--- src/rtl/inv_rho_rotate_if.sv ---
// rtl/inv_rho_rotate_if.sv - start/done handshake and state-memory port bundle for inv_rho_rotate
interface inv_rho_rotate_if #(
    parameter int W  = 64,
    parameter int AW = 5
);
    logic          start;
    logic          busy;
    logic          done;
    logic          mem_rd_en;
    logic [AW-1:0] mem_rd_addr;
    logic [W-1:0]  mem_rd_data;
    logic          mem_wr_en;
    logic [AW-1:0] mem_wr_addr;
    logic [W-1:0]  mem_wr_data;

    modport master (
        input  start,
        input  mem_rd_data,
        output busy,
        output done,
        output mem_rd_en,
        output mem_rd_addr,
        output mem_wr_en,
        output mem_wr_addr,
        output mem_wr_data
    );

    modport slave (
        output start,
        output mem_rd_data,
        input  busy,
        input  done,
        input  mem_rd_en,
        input  mem_rd_addr,
        input  mem_wr_en,
        input  mem_wr_addr,
        input  mem_wr_data
    );
endinterface

--- src/rtl/inv_rho_rotate.sv ---
// rtl/inv_rho_rotate.sv - inverse rho: rotate each lane right by its offset, in place
// Define INV_RHO_ROTATE_BARREL_EN for a single-cycle barrel rotate instead of the bit-serial shifter.
module inv_rho_rotate #(
    parameter int W  = 64,
    parameter int AW = 5
) (
    input  logic             clk,
    input  logic             rst,
    inv_rho_rotate_if.master bus
);
    localparam int            CW         = (W > 2) ? $clog2(W) : 1;
    localparam logic [AW-1:0] FIRST_LANE = AW'(1);
    localparam logic [AW-1:0] LAST_LANE  = AW'(24);

    typedef enum logic [2:0] {
        IDLE,
        READ,
        LOAD,
        SHIFT,
        WRITE,
        NEXT_LANE,
        DONE
    } state_t;

    state_t        state;
    state_t        state_nx;
    logic [AW-1:0] lane;
    logic [CW-1:0] cnt;
    logic [CW-1:0] k;
    logic [W-1:0]  sreg;

    function automatic logic [7:0] rho_offset(input logic [AW-1:0] idx);
        case (int'(idx))
            1:       return 8'd1;
            2:       return 8'd62;
            3:       return 8'd28;
            4:       return 8'd27;
            5:       return 8'd36;
            6:       return 8'd44;
            7:       return 8'd6;
            8:       return 8'd55;
            9:       return 8'd20;
            10:      return 8'd3;
            11:      return 8'd10;
            12:      return 8'd43;
            13:      return 8'd25;
            14:      return 8'd39;
            15:      return 8'd41;
            16:      return 8'd45;
            17:      return 8'd15;
            18:      return 8'd21;
            19:      return 8'd8;
            20:      return 8'd18;
            21:      return 8'd2;
            22:      return 8'd61;
            23:      return 8'd56;
            24:      return 8'd14;
            default: return 8'd0;
        endcase
    endfunction

    always_comb begin
        k = CW'(int'(rho_offset(lane)) % W);
    end

`ifdef INV_RHO_ROTATE_BARREL_EN
    // Doubling the word turns a rotate into a plain shift; the low half is the result.
    logic [W-1:0] rot;
    always_comb begin
        rot = W'({sreg, sreg} >> cnt);
    end
`endif

    always_ff @(posedge clk or posedge rst) begin
        if (rst) begin
            state <= IDLE;
        end else begin
            state <= state_nx;
        end
    end

    always_comb begin
        state_nx        = state;
        bus.busy        = (state != IDLE);
        bus.done        = 1'b0;
        bus.mem_rd_en   = 1'b0;
        bus.mem_rd_addr = '0;
        bus.mem_wr_en   = 1'b0;
        bus.mem_wr_addr = '0;
        bus.mem_wr_data = '0;
        case (state)
            IDLE: begin
                if (bus.start) state_nx = READ;
            end
            READ: begin
                bus.mem_rd_en   = 1'b1;
                bus.mem_rd_addr = lane;
                state_nx        = LOAD;
            end
            LOAD: begin
`ifdef INV_RHO_ROTATE_BARREL_EN
                state_nx = SHIFT;
`else
                state_nx = (k != '0) ? SHIFT : WRITE;
`endif
            end
            SHIFT: begin
`ifdef INV_RHO_ROTATE_BARREL_EN
                state_nx = WRITE;
`else
                if (cnt <= CW'(1)) state_nx = WRITE;
`endif
            end
            WRITE: begin
                // Lane advance lives here, so NEXT_LANE never takes a cycle of its own.
                bus.mem_wr_en   = 1'b1;
                bus.mem_wr_addr = lane;
                bus.mem_wr_data = sreg;
                state_nx        = (lane == LAST_LANE) ? DONE : READ;
            end
            NEXT_LANE: begin
                state_nx = READ;
            end
            DONE: begin
                bus.done = 1'b1;
                state_nx = IDLE;
            end
            default: begin
                state_nx = IDLE;
            end
        endcase
    end

    always_ff @(posedge clk or posedge rst) begin
        if (rst) begin
            lane <= FIRST_LANE;
            cnt  <= '0;
            sreg <= '0;
        end else begin
            case (state)
                IDLE: begin
                    if (bus.start) lane <= FIRST_LANE;
                end
                LOAD: begin
                    sreg <= bus.mem_rd_data;
                    cnt  <= k;
                end
                SHIFT: begin
`ifdef INV_RHO_ROTATE_BARREL_EN
                    sreg <= rot;
                    cnt  <= '0;
`else
                    sreg <= {sreg[0], sreg[W-1:1]};
                    cnt  <= cnt - 1'b1;
`endif
                end
                WRITE: begin
                    if (lane != LAST_LANE) lane <= lane + 1'b1;
                end
                DONE: begin
                    lane <= FIRST_LANE;
                end
                default: begin
                end
            endcase
        end
    end
endmodule

--- src/flat_wrapper.sv ---
// flat-port wrapper written by rule: the top's interface ports become plain ports
module inv_rho_rotate_flat 
#(
    parameter int W  = 64,
    parameter int AW = 5
)
  (clk, rst, bus_start, bus_mem_rd_data, bus_busy, bus_done, bus_mem_rd_en, bus_mem_rd_addr, bus_mem_wr_en, bus_mem_wr_addr, bus_mem_wr_data);
  inv_rho_rotate_if #(.W(W), .AW(AW)) bus_i ();
  input  logic clk;
  input  logic rst;
  input wire logic [$bits(bus_i.start)-1:0] bus_start;
  input wire logic [$bits(bus_i.mem_rd_data)-1:0] bus_mem_rd_data;
  output wire logic [$bits(bus_i.busy)-1:0] bus_busy;
  output wire logic [$bits(bus_i.done)-1:0] bus_done;
  output wire logic [$bits(bus_i.mem_rd_en)-1:0] bus_mem_rd_en;
  output wire logic [$bits(bus_i.mem_rd_addr)-1:0] bus_mem_rd_addr;
  output wire logic [$bits(bus_i.mem_wr_en)-1:0] bus_mem_wr_en;
  output wire logic [$bits(bus_i.mem_wr_addr)-1:0] bus_mem_wr_addr;
  output wire logic [$bits(bus_i.mem_wr_data)-1:0] bus_mem_wr_data;
  assign bus_i.start = bus_start;
  assign bus_i.mem_rd_data = bus_mem_rd_data;
  assign bus_busy = bus_i.busy;
  assign bus_done = bus_i.done;
  assign bus_mem_rd_en = bus_i.mem_rd_en;
  assign bus_mem_rd_addr = bus_i.mem_rd_addr;
  assign bus_mem_wr_en = bus_i.mem_wr_en;
  assign bus_mem_wr_addr = bus_i.mem_wr_addr;
  assign bus_mem_wr_data = bus_i.mem_wr_data;
  inv_rho_rotate #(.W(W), .AW(AW)) u_core (.clk(clk), .rst(rst), .bus(bus_i));
endmodule
--- config.mk ---
export PLATFORM = sky130hd
export DESIGN_NAME = inv_rho_rotate_flat
export DESIGN_NICKNAME = d
export VERILOG_FILES = /design/src/rtl/inv_rho_rotate_if.sv /design/src/rtl/inv_rho_rotate.sv /design/src/flat_wrapper.sv
export SDC_FILE = /design/constraint.sdc
export NUM_CORES = 1
export LEC_CHECK = 0
export ABC_CLOCK_PERIOD_IN_PS = 2900
export CORE_MARGIN = 5
export CORE_UTILIZATION = 48
export DETAILED_ROUTE_END_ITERATION = 7
export PLACE_DENSITY = 0.81
export SYNTH_ARGS = -nofsm -noshare
export SYNTH_HDL_FRONTEND = slang
export SYNTH_SLANG_ARGS = --single-unit
--- constraint.sdc ---
create_clock -name clk -period 2.9 [get_ports clk]
set_input_delay 0.58 -clock clk [delete_from_list [all_inputs] [get_ports clk]]
set_output_delay 0.58 -clock clk [all_outputs]
set_load 0.03 [all_outputs]
==> metrics.cfg <==
[status]
outcome=finished, final reports clean

[synth]
yosys.area.top_type=dfrtp_1
synth_ff_type=dfrtp_1
syn_area_per_cell_um2=8.89
synth-seq-cells=78
synth_cell_types=52
syn_nets=621
yosys_warnings=0
synth_top_area_share_pct=39.8
synth-edff-count=0
async_reset_ff_share_pct=100
synth_area_leaders=dfrtp_1 (40%), mux2i_1 (14%), and3_1 (9.3%), o21ai_0 (7.3%), nand2_1 (6.0%)
yosysSeqAreaShare_pct=40.3
synth_common_cells=dfrtp_1 (77), nand2_1 (77), and3_1 (72), o21ai_0 (71), mux2i_1 (66)
netlist_area_mm2=0.00485
synthCells=545

[clock_tree]
post_cts_buffers=0
htree_levels=3
cts_root_buf=clkbuf_8
clk_pin_slew_ps=80
numClockSinks=78
cts_tree=done
clockBufferDepth=2
postCtsHoldBufs=0
cts-buffers-inserted=9
clock_latency_ps=350

[sta]
finalCritPeriodShare_pct=96.8
slew_headroom_pct=23.6
fmax_mhz=356
fin_setup_tns_ps=0
hold_viol_final=0
rsz0062_at_grt=true
setup_ws_ps=94.0
finalClockSkew_ps=14.1
final-setup-viol-count=0
final.min_clock_period_ps=2810
tightest_slew_ps=1150
slew_violations=0

[detailed_routing]
drc_errors=0
dr.pass1.iters=5
drt-met1-wl_mm=5.52
vias=4344
postRouteAntennaNets=0
drt-vias-per-instance=5.44
drt-total-wl_mm=13.2
dr_wl_met2_mm=6.70
drt-wirelength-per-cell_um=16.6
met3_length_um=681
first_iter_violations=270
top_layer_used=met4

[critical_path]
rrSetupSlack_ps=460
startpoint=u_core.state[0]
cp-end-kind=primary output
path_max_fanout=34
critPathSlowestCell=clkdlybuf4s50_1
cp.required_ps=2320
r2r-end=u_core.state[0]
worst_setup_path_start_kind=flip-flop
reg2regPathDepth=6
path_cells=nor2_4 > buf_6 > and3_1 > clkdlybuf4s50_1
critPathKind=flip-flop to primary output
cp_num_buf_inv=2
cp-endpoint=bus_mem_wr_data[13]
worst_r2r_startpoint=u_core.state[0]
worstPathArrival_ps=2230
cp_num_cells=4
critical_path.top_delay_family=buffers and inverters
critical-path-max-stage-delay_ps=680

[placement]
dp_hpwl_mm=9.36
portBuffers=144
preCtsSetupSlack_ps=394
gp_congestion=0.900

[hold_path]
hold_class=flip-flop to flip-flop

[floorplanning]
die_area_mm2=0.0122
core_mm2=0.00982
rows=36
start_util_pct=49.4
ios=145
die_x_um=110
die_y_um=110

[run]
max_cap_viol_count=0

[grt]
grt_pass1_wl_mm=21.7
grt_usage_pct=21.1
grt_max_degree=76
grt-ovfl-total=0
grt_pass1_vias=4356
antenna_found_initial=0

[power_and_ir_drop]
ir_drop_mv=0.219
p_per_area_mw_per_mm2=319
p_leak_uw=0.00349

[cells_and_area]
area_delta_synth_final_pct=35.3
num_antenna_cells=0
drive_gt1_share_pct=6.47
final_nets=736

==> kinds of logic (layout without fill, tap and decap cells) <==
kind of cell    Yosys count  count (layout)  share of synthesized area, %
compound gates          118             118                          14.1
simple gates            207             207                          22.2
mux                      70              70                          14.8
flops                    78              78                          40.3
xor+xnor                  1               1                         0.181
fa+ha+maj                 9               9                          2.32
buf+inv                  62             182                          6.17
==> area by class of cell <==
cell class                      count  area, µm²
Fill cell                         852       3260
Multi-Input combinational cell    405       2610
Sequential cell                    78       1960
Timing Repair Buffer              155       1590
Tap cell                          133        166
Clock buffer                       12        155
Inverter                           11       41.3
Clock inverter                      4       31.3
==> through the flow <==
step | instance area (µm²) | total power (µW) | std cells | utilization (%) | hold WS (ps)
2_1_floorplan | 4850 | 1230 | 545 | - | 463
3_3_place_gp | 6320 | 1350 | 782 | 64.4 | 480
3_5_place_dp | 6320 | 1360 | 782 | 64.4 | 491
4_1_cts | 6510 | 2120 | 798 | 66.3 | 509
5_1_grt | 6560 | 2190 | 798 | 66.8 | 540
6_report | 6560 | 2090 | 798 | 66.8 | 508
==> flip-flops by register name, summed over array words and instances, names as in the netlist <==
signal,flops
u_core.sreg,64
u_core.cnt,6
u_core.lane,5
u_core.state,3
==> where the power goes <==
group	switching, µW	internal, µW	leakage, µW
registers	36.7	1130	0.000905
clock network	394	361	0.0000965
logic	55.9	108	0.00249
total	487	1600	0.00349
==> cell usage in the layout, fill, tap and decap left out, types with 3 or more instances in the layout <==
master,netlist,layout
nand2_1,77,77
a21oi_1,8,8
nor3_1,3,3
clkinv_4,0,3
or2_0,3,3
o21ai_0,71,71
dlymetal6s2s_1,0,15
nand3_1,10,10
clkdlybuf4s50_1,0,128
mux2_2,3,3
nor4b_1,3,3
mux2i_1,66,66
buf_4,3,7
a211oi_1,4,4
nor2_1,21,20
inv_1,11,10
o21ai_1,9,9
a31oi_1,4,4
ha_1,9,9
clkbuf_8,0,11
nand2b_1,5,4
and3_1,72,72
dfrtp_1,77,75
==> how the worst min path moves through the flow <==
| stage | endpoint | startpoint | cells after the start |
|---|---|---|---|
| floorplan | u_core.sreg[29] | u_core.sreg[29] | 2 |
| global placement | u_core.sreg[7] | u_core.sreg[7] | 2 |
| detailed placement | u_core.sreg[7] | u_core.sreg[7] | 2 |
| CTS | u_core.sreg[21] | u_core.sreg[21] | 2 |
| global route | u_core.sreg[20] | u_core.sreg[20] | 2 |
| finish | u_core.sreg[54] | u_core.sreg[54] | 2 |
==> worst reg2reg max path, stage by stage, from the launching register on <==
cell,delay (ps)
dfrtp_4,520
buf_4,880
nor4b_1,180
a31oi_1,190
nand3_1,120
nor4b_1,320
a2bb2oi_1,100
==> timing repair <==
action | 4_1_cts | 5_1_grt
setup endpoints to repair | 1 | 69
resized for setup | 1 | 18
hold endpoints to repair | 0 | 0
==> per-layer routing <==
layer | vias up | global-route usage (%)
met5 | - | 0
met4 | 0 | 7.64
met3 | 25 | 5.47
met2 | 127 | 35.9
met1 | 2048 | 25.8
li1 | 2144 | -
Power figures use the tool's default switching activity.
